**src/rtl/mole_scheduler.sv**
```systemverilog
// Whack-a-mole round controller: spawns LFSR patterns into board_state, times how long
// each stays up, clears the board between rounds and tallies hits and misses.
module mole_scheduler #(
  parameter int          TICK_DIV      = 50000,
  parameter int          ON_TICKS_INIT = 200,
  parameter int          ON_STEP       = 10,
  parameter int          ON_TICKS_MIN  = 40,
  parameter int          GAP_TICKS     = 50,
  parameter int          NUM_ROUNDS    = 20,
  parameter logic [15:0] LFSR_SEED     = 16'hACE1
) (
  input  logic       clk,
  input  logic       rst,
  input  logic       start,
  input  logic [4:0] board_state,
  input  logic       score_trigger,
  output logic       load,
  output logic [4:0] loadval,
  output logic       game_active,
  output logic       game_over,
  output logic [7:0] round,
  output logic [7:0] hits,
  output logic [7:0] misses
);

  typedef enum logic [2:0] {IDLE, SPAWN, SHOW, CLEAR, GAP, DONE} state_t;

  localparam int              PW         = (TICK_DIV > 1) ? $clog2(TICK_DIV) : 1;
  localparam logic [PW-1:0]   PRESC_LAST = PW'(TICK_DIV - 1);
  localparam logic [15:0]     ON_INIT    = 16'(ON_TICKS_INIT);
  localparam logic [15:0]     ON_DEC     = 16'(ON_STEP);
  localparam logic [15:0]     ON_FLOOR   = 16'(ON_TICKS_MIN);
  localparam logic [15:0]     DEC_THRESH = 16'(ON_TICKS_MIN + ON_STEP);
  localparam logic [15:0]     GAP_LAST   = 16'(GAP_TICKS - 1);
  localparam logic [7:0]      LAST_ROUND = 8'(NUM_ROUNDS);

  state_t          state, state_nx;
  logic [PW-1:0]   presc;
  logic [15:0]     tick_cnt;
  logic [15:0]     on_time;
  logic [15:0]     lfsr;
  logic            tick;
  logic            show_timeout;
  logic            gap_done;
  logic            start_game;
  logic [8:0]      miss_sum;
  logic [4:0]      spawn_pat;

  assign tick         = (presc == PRESC_LAST);
  assign show_timeout = tick && (tick_cnt + 16'd1 == on_time);
  assign gap_done     = tick && (tick_cnt == GAP_LAST);
  assign start_game   = start && ((state == IDLE) || (state == DONE));
  assign miss_sum     = {1'b0, misses} + 9'($countones(board_state));
  // An all-zero LFSR slice would spawn an empty board, so substitute a single mole.
  assign spawn_pat    = (lfsr[4:0] == 5'd0) ? 5'b00100 : lfsr[4:0];

  // NOTE: every variable written in always_comb gets a default first, so no path can infer a latch.
  always_comb begin
    state_nx = state;
    case (state)
      IDLE, DONE: if (start) state_nx = SPAWN;
      SPAWN:      state_nx = SHOW;
      SHOW:       if ((board_state == 5'd0) || show_timeout) state_nx = CLEAR;
      CLEAR:      state_nx = GAP;
      GAP:        if (gap_done) state_nx = (round == LAST_ROUND) ? DONE : SPAWN;
      default:    state_nx = IDLE;
    endcase
  end

  // NOTE: sequential state uses non-blocking assignments so every register samples pre-edge values.
  always_ff @(posedge clk or posedge rst) begin
    if (rst) begin
      state       <= IDLE;
      presc       <= '0;
      tick_cnt    <= '0;
      on_time     <= ON_INIT;
      lfsr        <= LFSR_SEED;
      load        <= 1'b0;
      loadval     <= 5'd0;
      game_active <= 1'b0;
      game_over   <= 1'b0;
      round       <= 8'd0;
      hits        <= 8'd0;
      misses      <= 8'd0;
    end else begin
      state       <= state_nx;
      game_active <= (state_nx == SPAWN) || (state_nx == SHOW) ||
                     (state_nx == CLEAR) || (state_nx == GAP);
      game_over   <= (state_nx == DONE);

      // Outputs are registered from the next state so load lines up with SPAWN/CLEAR.
      load    <= (state_nx == SPAWN) || (state_nx == CLEAR);
      loadval <= (state_nx == SPAWN) ? spawn_pat : 5'd0;

      if (state_nx != state) begin
        presc    <= '0;
        tick_cnt <= '0;
      end else if (game_active) begin
        presc <= tick ? '0 : presc + PW'(1);
        if (tick) tick_cnt <= tick_cnt + 16'd1;
      end

      if (state == SPAWN)
        lfsr <= {lfsr[14:0], lfsr[15] ^ lfsr[13] ^ lfsr[12] ^ lfsr[10]};

      if (start_game)
        hits <= 8'd0;
      else if (game_active && score_trigger && (hits != 8'hFF))
        hits <= hits + 8'd1;

      if (start_game)
        misses <= 8'd0;
      else if ((state == SHOW) && (board_state != 5'd0) && show_timeout)
        misses <= miss_sum[8] ? 8'hFF : miss_sum[7:0];

      if (start_game) begin
        round   <= 8'd0;
        on_time <= ON_INIT;
      end else if (state == CLEAR) begin
        round   <= round + 8'd1;
        on_time <= (on_time >= DEC_THRESH) ? on_time - ON_DEC : ON_FLOOR;
      end
    end
  end

endmodule

```
**config.mk**
```make
export PLATFORM = sky130hd
export DESIGN_NAME = mole_scheduler
export DESIGN_NICKNAME = d
export VERILOG_FILES = /design/src/rtl/mole_scheduler.sv
export SDC_FILE = /design/constraint.sdc
export NUM_CORES = 1
export LEC_CHECK = 0
export BUFFER_PORTS_ARGS = -buffer_cell sky130_fd_sc_hd__buf_2
export CAP_MARGIN = 20
export CORE_AREA = 2 2 134 136
export DETAILED_ROUTE_END_ITERATION = 6
export DIE_AREA = 0 0 136 138
export SYNTH_ARGS = -nofsm -noshare
export SYNTH_HDL_FRONTEND = slang
export SYNTH_SLANG_ARGS = --single-unit
export TNS_END_PERCENT = 5
```
**constraint.sdc**
```tcl
create_clock -name clk -period 9.2 [get_ports clk]
set_clock_uncertainty 0.05 [all_clocks]
set_input_delay 0.92 -clock clk [delete_from_list [all_inputs] [get_ports clk]]
set_output_delay 0.92 -clock clk [all_outputs]
set_load 0.02 [all_outputs]
```
==> results of run 1 <==
==> sequential cells by signal, indices dropped and copies added (netlist names) <==
name,count
presc,16
on_time,15
misses,8
hits,8
loadval,5
load,1
round,8
game_active,1
state,3
lfsr,16
tick_cnt,16
game_over,1
==> final timing paths <==
path / from / end / depth (start not counted)
min in group asynchronous: rst / lfsr[2] / 2
setup reg to reg: tick_cnt[4] / presc[1] / 7
setup / recovery: tick_cnt[4] / presc[1] / 7
hold reg to reg: lfsr[14] / lfsr[15] / 1
max in group asynchronous: rst / round[2] / 3
hold / removal: lfsr[14] / lfsr[15] / 1
==> Yosys cell counts (all sizes together), types with 7 or more instances <==
cell / number
a211oi: 14
nand2: 43
nor2: 68
xor2: 28
a31oi: 9
nor2b: 9
inv: 25
clkbuf: 20
nor4: 11
and3: 10
ha: 12
dfstp: 11
dfrtp: 87
buf: 14
xnor2: 29
and2: 12
nand3: 31
nand2b: 7
nand4: 24
a21oi: 34
nor3: 23
mux2: 16
nor3b: 9
o21ai: 19
or3: 10
==> power groups by stage <==
stage / Clock, mW / Combinational [mW] / Sequential [mW]
4_1_cts: 0.389 / 0.0992 / 0.466
3_5_place_dp: 0 / 0.0990 / 0.473
6_report: 0.378 / 0.0969 / 0.466
3_3_place_gp: 0 / 0.0962 / 0.474
5_1_grt: 0.406 / 0.112 / 0.471
2_1_floorplan: 0 / 0.0489 / 0.490
==> area by class of cell <==
type                            count  share of cell area
Clock buffer                        9              0.0341
Clock inverter                      7              0.0102
Inverter                           25              0.0146
Multi-Input combinational cell    486               0.488
Sequential cell                    98               0.373
Tap cell                          229              0.0434
Timing Repair Buffer               45              0.0366
==> per-stage QoR <==
step	worst slack [ns]	util
finish	5.61	0.377
global route	5.31	0.377
CTS	5.58	0.376
detailed placement	5.29	0.359
global placement	5.39	0.359
floorplan	5.68	-
==> cell families after synthesis <==
| family | count (synthesis) | share of synthesized area |
|---|---|---|
| and+or+nand+nor | 279 | 0.252 |
| AOI/OAI and AO/OA | 114 | 0.131 |
| DFF | 98 | 0.416 |
| buffers and inverters | 59 | 0.0432 |
| xor gates and xnor gates | 57 | 0.0842 |
| muxes | 21 | 0.0388 |
| adders and majority gates | 15 | 0.0354 |
==> metal layers <==
layer | global-route usage | wire length, µm
met5 | 0 | 0
met3 | 0.0238 | 424
met4 | 0.0499 | 204
met2 | 0.239 | 6410
met1 | 0.210 | 6510
==> impl_metrics.yaml, run 1 <==
synthesis:
  synth_ff_type: "dfrtp_1"
  yosysWarnings: 0
  syn_area_mm2: 0.00593
  synth_nets: 667
  synth-edff-count: 0
  syn_avg_cell_area_um2: 9.23
  yosys.area.top_type_share: 0.367
  synth_top_area_cell: "dfrtp_1"
  ys_seq_area_frac: 0.416
  synthDistinctLibCells: 69
  synth_area_leaders: "dfrtp_1 37%, dfstp_2 4.9%, xnor2_1 4.3%, nor2_1 4.2%, xor2_1 4.1%"
  async_flop_share: 1.00
  ys_ff_latch: 98
  synthCells: 643
route:
  ant_nets: 0
  drc: 0
  wire_per_inst_um: 15.1
  wl_um: 13500
  first_pass_iters: 5
  via_count: 4788
  drt_iter0_markers: 243
  viasPerCell: 5.33
sta:
  final_hold_viol_count: 0
  min_period_ns: 3.59
  worstMarginPinSlew_ns: 0.951
  holdWs_ns: 0.462
  fin_crit_sh: 0.391
  drv_slew: 0
  clock.fmax_mhz: 278
  final.setup.tns_ns: 0
  finalSetupViolations: 0
  max-slew-margin-rel: 0.364
  rsz0062_at_grt: "false"
critical_path:
  startpoint_type: "flip-flop"
  endpoint_kind: "flip-flop"
  regToRegSetupSlack_ns: 5.61
  critPathTopFamily: "simple AND/OR/NAND/NOR gates"
  worst_ep_arrival_time_ns: 3.75
  crit_fanout: 28
  required_ns: 9.35
  critical_path_buf_inv_count: 0
  slowest_stage: "a41oi_4"
  cpPeakStageDelay_ns: 0.82
  critPathKind: "reg2reg"
  crit_path_cell_trace: "nand3_1 -> nor4_1 -> xnor2_1 -> nand4_1 -> or4_4 -> a41oi_4 -> o31ai_1"
power:
  p_seq_frac: 0.495
  powerDensity_mw_per_mm2: 143
  p_comb_frac: 0.103
  leakage_nw: 2.86
  internal_power_mw: 0.674
  clkPwrFrac: 0.402
  finalPower_mw: 0.941
  peakVddDrop_mv: 0.133
  switching_power_mw: 0.267
  p_sw_frac: 0.284
grt:
  antenna_found_initial: 0
  grt.total_usage: 0.151
  grt_max_degree: 59
  grt_pass1_wl_um: 23000
  gr-total-overflow: 0
  grt_pass1_vias: 4456
floorplanning:
  core_area_mm2: 0.0175
  io_pins: 41
  die_h_um: 138
  dieArea_mm2: 0.0188
  initial_core_util: 0.338
  rows: 49
  die_w_um: 136
status:
  status: "finished, final reports clean"
worst_hold_path:
  worstHoldPathType: "reg2reg"
clock_network:
  cts_num_sinks: 98
  cts_hold_buf: 0
  cts_made_buffers: 9
  clk_pin_slew_worst_paths_ns: 0.08
  postCtsSetupRepairBufs: 0
  cts_root_buffer: "clkbuf_16"
  clockBufferDepth: 2
  h-tree-depth: 3
  clk_latency_ns: 0.35
  cts_tree: "built"
  ctsResizeCount: 0
cells_and_area:
  nFillCells: 1822
  drive_above_1_share: 0.161
  final_common_cell: "dfrtp_1"
  fin_cells: 899
  mostFrequentLayoutCells: "87 x dfrtp_1, 67 x nor2_1, 43 x nand2_1"
  n_antenna_cell: 0
  syn_to_final_growth_pct: 11.3
  final_nets: 689
  fin_area_mm2: 0.00660
  multi_input_area_mm2: 0.00322
  seq_area_mm2: 0.00247
place:
  gp_congestion: 0.830
  hpwlAfterDp_um: 9470
  dp_cells: 881
  placed_area_mm2: 0.00629
  portBuffers: 40
run:
  cap_viol_max_count: 0
Power figures use the tool's default switching activity.
==> run 2, diff against run 1 <==
==> constraint.sdc (replaced) <==
create_clock -name clk -period 3.18 [get_ports clk]
set_clock_uncertainty 0.05 [all_clocks]
set_input_delay 0.318 -clock clk [delete_from_list [all_inputs] [get_ports clk]]
set_output_delay 0.318 -clock clk [all_outputs]
set_load 0.02 [all_outputs]
==> impl_metrics.yaml, run 2 (synthesized netlist as in run 1, its figures left out) <==
sta:
  final_hold_viol_count: 0
  finalSetupViolations: 0
  worstMarginPinSlew_ns: 0.679
  holdWs_ns: 0.0139
  drv_slew: 0
  fin_crit_sh: 0.955
  final.setup.tns_ns: 0
  rsz0062_at_grt: "false"
  min_period_ns: 3.04
  clock.fmax_mhz: 329
  max-slew-margin-rel: 0.545
power:
  p_sw_frac: 0.274
  powerDensity_mw_per_mm2: 408
  internal_power_mw: 2.03
  finalPower_mw: 2.80
  p_seq_frac: 0.481
  p_comb_frac: 0.100
  clkPwrFrac: 0.418
  leakage_nw: 3.02
  peakVddDrop_mv: 0.417
  switching_power_mw: 0.766
cells_and_area:
  nFillCells: 1781
  top_regs: "lfsr x16, presc x16, tick_cnt x16"
  syn_to_final_growth_pct: 15.5
  n_antenna_cell: 0
  final_common_cell: "dfrtp_1"
  mostFrequentLayoutCells: "87 x dfrtp_1, 67 x nor2_1, 43 x nand2_1"
  drive_above_1_share: 0.195
  final_nets: 716
critical_path:
  worst_ep_arrival_time_ns: 3.23
  regToRegSetupSlack_ns: 0.14
  startpoint_type: "flip-flop"
  reg2reg_depth: 9
  required_ns: 3.38
  critical_path_buf_inv_count: 1
  slowest_stage: "or4_4"
  endpoint_kind: "flip-flop"
  critPathTopFamily: "simple AND/OR/NAND/NOR gates"
  critPathKind: "reg2reg"
  cpPeakStageDelay_ns: 0.47
  r2r-start: "tick_cnt[1]"
  crit_fanout: 10
  crit_path_cell_trace: "ha_1 -> nand3_4 -> or3_1 -> a2111oi_2 -> o2111ai_1 -> or4_4 -> a41oi_4 -> buf_4 -> nor2_1"
  r2r_end: "tick_cnt[14]"
  critPathLaunch: "tick_cnt[1]"
floorplanning:
  die_h_um: 138
  die_w_um: 136
  core_area_mm2: 0.0175
  dieArea_mm2: 0.0188
  initial_core_util: 0.338
  io_pins: 41
  rows: 49
grt:
  grt_pass1_wl_um: 23900
  grt_max_degree: 55
  antenna_found_initial: 0
  grt_pass1_vias: 4648
  grt.total_usage: 0.156
  gr-total-overflow: 0
place:
  portBuffers: 40
  gp_congestion: 0.839
  hpwlAfterDp_um: 9920
route:
  wire_per_inst_um: 15.0
  via_count: 4843
  viasPerCell: 5.23
  first_pass_iters: 5
  wl_um: 13900
  drt_iter0_markers: 305
  ant_nets: 0
  drc: 0
clock_network:
  postCtsSetupRepairBufs: 0
  cts_tree: "built"
  cts_num_sinks: 98
  ctsResizeCount: 0
  clockBufferDepth: 2
  cts_made_buffers: 9
  cts_root_buffer: "clkbuf_16"
  h-tree-depth: 3
  clk_latency_ns: 0.36
  clk_pin_slew_worst_paths_ns: 0.08
  cts_hold_buf: 0
run:
  cap_viol_max_count: 0
status:
  status: "finished, final reports clean"
worst_hold_path:
  worstHoldPathType: "in2async"
run 2: power by group through the flow:
stage | Clock [mW] | Combinational [mW] | Sequential (mW)
after floorplan | 0 | 0.141 | 1.42
after global placement | 0 | 0.280 | 1.37
after detailed placement | 0 | 0.287 | 1.37
after CTS | 1.21 | 0.288 | 1.35
after global routing | 1.25 | 0.322 | 1.36
final | 1.17 | 0.280 | 1.35
run 2: how the worst max path moves through the flow:
stage                         endpoint  cells past startpoint
after floorplan              misses[3]                     12
after global placement       misses[0]                     14
after CTS                     presc[1]                      9
final                     tick_cnt[14]                      9
after detailed placement     misses[0]                     14
after global routing      tick_cnt[13]                      9
run 2: metrics by stage:
step	setup slack, ns	cells	utilization	instance area [µm²]
finish	0.143	926	0.391	6850
global route	0.0174	926	0.391	6850
CTS	0.143	926	0.390	6850
detailed placement	0.121	910	0.372	6520
global placement	0.154	910	0.372	6520
floorplan	0.257	643	-	5930
run 2: layout make-up:
class	count	area, µm²	area share
multi-input cells	486	3230	0.471
flip-flops and latches	98	2470	0.360
repair buffers	72	453	0.0661
well taps	229	287	0.0418
clock buffers	9	225	0.0329
clock inverters	7	97.6	0.0142
inverters	25	96.3	0.0141
run 2: worst reg2reg max path, delay by kind of cell (launching register included):
family,cells,cell delay [ns]
fa+ha+maj,1,0.34
flops,1,0.42
compound gates,3,0.79
buf+inv,1,0.23
simple gates,4,1.10
run 2: per-layer routing:
layer / track usage / part of all wire
met5: 0 / 0
met4: 0.0587 / 0.018
met3: 0.0216 / 0.034
met2: 0.236 / 0.46
met1: 0.225 / 0.48
==> run 3, diff against run 2 <==
--- a/config.mk
+++ b/config.mk
@@ -7,9 +7,9 @@
 export LEC_CHECK = 0
 export BUFFER_PORTS_ARGS = -buffer_cell sky130_fd_sc_hd__buf_2
 export CAP_MARGIN = 20
-export CORE_AREA = 2 2 134 136
+export CORE_AREA = 2 2 96 190
 export DETAILED_ROUTE_END_ITERATION = 6
-export DIE_AREA = 0 0 136 138
+export DIE_AREA = 0 0 98 192
 export SYNTH_ARGS = -nofsm -noshare
 export SYNTH_HDL_FRONTEND = slang
 export SYNTH_SLANG_ARGS = --single-unit
==> constraint.sdc (replaced) <==
create_clock -name clk -period 2.5 [get_ports clk]
set_clock_uncertainty 0.05 [all_clocks]
set_input_delay 0.25 -clock clk [delete_from_list [all_inputs] [get_ports clk]]
set_output_delay 0.25 -clock clk [all_outputs]
set_load 0.02 [all_outputs]
==> impl_metrics.yaml, run 3 (synthesized netlist as in run 1, its figures left out) <==
cells_and_area:
  syn_to_final_growth_pct: 32.7
  fin_cells: 1013
  final_common_cell: "buf_4"
  final_nets: 822
  top_regs: "lfsr x16, presc x16, tick_cnt x16"
  mostFrequentLayoutCells: "126 x buf_4, 84 x dfrtp_1, 62 x nor2_1"
  drive_above_1_share: 0.337
  n_antenna_cell: 0
  fin_area_mm2: 0.00787
  post-route-util: 0.456
grt:
  gr-total-overflow: 0
  grt.total_usage: 0.182
  antenna_found_initial: 0
  grt_pass1_wl_um: 27200
  grt_max_degree: 54
  grt_pass1_vias: 5655
route:
  drt_iter0_markers: 220
  viasPerCell: 5.25
  wire_per_inst_um: 16.2
  highest_layer: "met4"
  wl_met1_um: 6000
  ant_nets: 0
  drc: 0
  first_pass_iters: 5
  wl_met2_um: 9260
  met3_length_um: 295
  wl_um: 16400
  via_count: 5322
clock_network:
  h-tree-depth: 3
  cts_num_sinks: 98
  cts_hold_buf: 0
  clk_latency_ns: 0.35
  clk_pin_slew_worst_paths_ns: 0.07
  cts_made_buffers: 9
  cts_root_buffer: "clkbuf_16"
  cts_tree: "built"
  clockBufferDepth: 2
critical_path:
  cpPeakStageDelay_ns: 0.47
  worst_ep_arrival_time_ns: 3.01
  crit_fanout: 10
  critical_path_buf_inv_count: 2
  crit_path_cell_trace: "ha_4 -> nand3_4 -> or3_4 -> a2111oi_4 -> o2111ai_2 -> or4_4 -> a41oi_4 -> buf_6 -> buf_12 -> nor2_1"
  startpoint_type: "flip-flop"
  critPathKind: "reg2reg"
  slowest_stage: "or4_4"
  endpoint_kind: "flip-flop"
  critPathTopFamily: "simple AND/OR/NAND/NOR gates"
  required_ns: 2.68
floorplanning:
  io_pins: 41
  dieArea_mm2: 0.0188
  core_area_mm2: 0.0173
  die_w_um: 98
  initial_core_util: 0.343
  rows: 68
  die_h_um: 192
status:
  violations: "setup timing"
  status: "finished with violations"
sta:
  final_hold_viol_count: 0
  rsz0062_at_grt: "true"
  max-slew-margin-rel: 0.528
  fin_crit_sh: 1.13
  setup_slack_ns: -0.325
  worstMarginPinSlew_ns: 0.708
  drv_slew: 0
  final.setup.tns_ns: -10.64
  min_period_ns: 2.83
  clock.fmax_mhz: 354
  finalSetupViolations: 43
worst_hold_path:
  worstHoldPathType: "in2async"
place:
  placed_area_mm2: 0.00727
  gp_congestion: 0.887
  dp_cells: 990
  portBuffers: 40
  hpwlAfterDp_um: 12300
power:
  powerDensity_mw_per_mm2: 439
  peakVddDrop_mv: 0.471
  finalPower_mw: 3.46
  leakage_nw: 3.59
run:
  cap_viol_max_count: 0
-- run 3: cell types whose count changed in the layout (fill, tap and decap cells not counted), sizes merged --
cell      delta
inv          -3
buf        +106
clkinvlp     +1
clkinv       -2
clkbuf       +4
-- run 3: repair_timing --
item / 4_1_cts / 5_1_grt
endpoints found under the hold margin: 0 / 0
buffers inserted: 4 / 1
setup endpoints to repair: 56 / 61
gates cloned: 2 / 0
gates resized for setup: 38 / 20
pin swaps: 29 / 13
-- run 3: final cells by class --
| cell class | count | area (µm²) |
|---|---|---|
| clock inverter | 3 | 40.0 |
| timing repair buffer | 178 | 1330 |
| clock buffer | 13 | 240 |
| sequential | 98 | 2470 |
| fill | 1676 | 9400 |
| multi-input combinational | 486 | 3430 |
| tap | 210 | 263 |
| inverter | 25 | 97.6 |
-- run 3: power by group --
group          switching, mW  internal, mW  total [mW]
sequential            0.0690          1.64        1.71
clock                  0.580         0.774        1.35
combinational          0.234         0.154       0.389
-- run 3: per-stage QoR --
stage / hold WS (ns) / worst slack [ns]
finish: 0.0326 / -0.325
global placement: 0.417 / -0.478
CTS: 0.0463 / -0.256
detailed placement: 0.418 / -0.521
global route: 0.0846 / -0.410
floorplan: 0.425 / -0.341
-- run 3: final timing paths --
| path | startpoint | to | slack, ns | cells past startpoint |
|---|---|---|---|---|
| worst max-delay path | tick_cnt[0] | tick_cnt[11] | -0.33 | 10 |
| worst min register to register | lfsr[14] | lfsr[14] | 0.46 | 1 |
| min in group clk | board_state[2] | misses[0] | 0.31 | 4 |
| worst min-delay path | rst | load | 0.03 | 3 |
| worst max register to register | tick_cnt[0] | tick_cnt[11] | -0.33 | 10 |
| max in group asynchronous | rst | tick_cnt[3] | 1.81 | 3 |
-- run 3: worst reg2reg max path: stages (launching register included) --
cell       delay [ns]
dfrtp_2          0.44
ha_4             0.18
nand3_4          0.08
or3_4            0.40
a2111oi_4        0.30
o2111ai_2        0.16
or4_4            0.47
a41oi_4          0.28
buf_6            0.16
buf_12           0.13
nor2_1           0.06
-- run 3: layer usage --
metal	track usage	vias to the layer above
li1	-	2591
met1	0.181	2581
met2	0.349	95
met3	0.0204	55
met4	0.119	0
met5	0	-
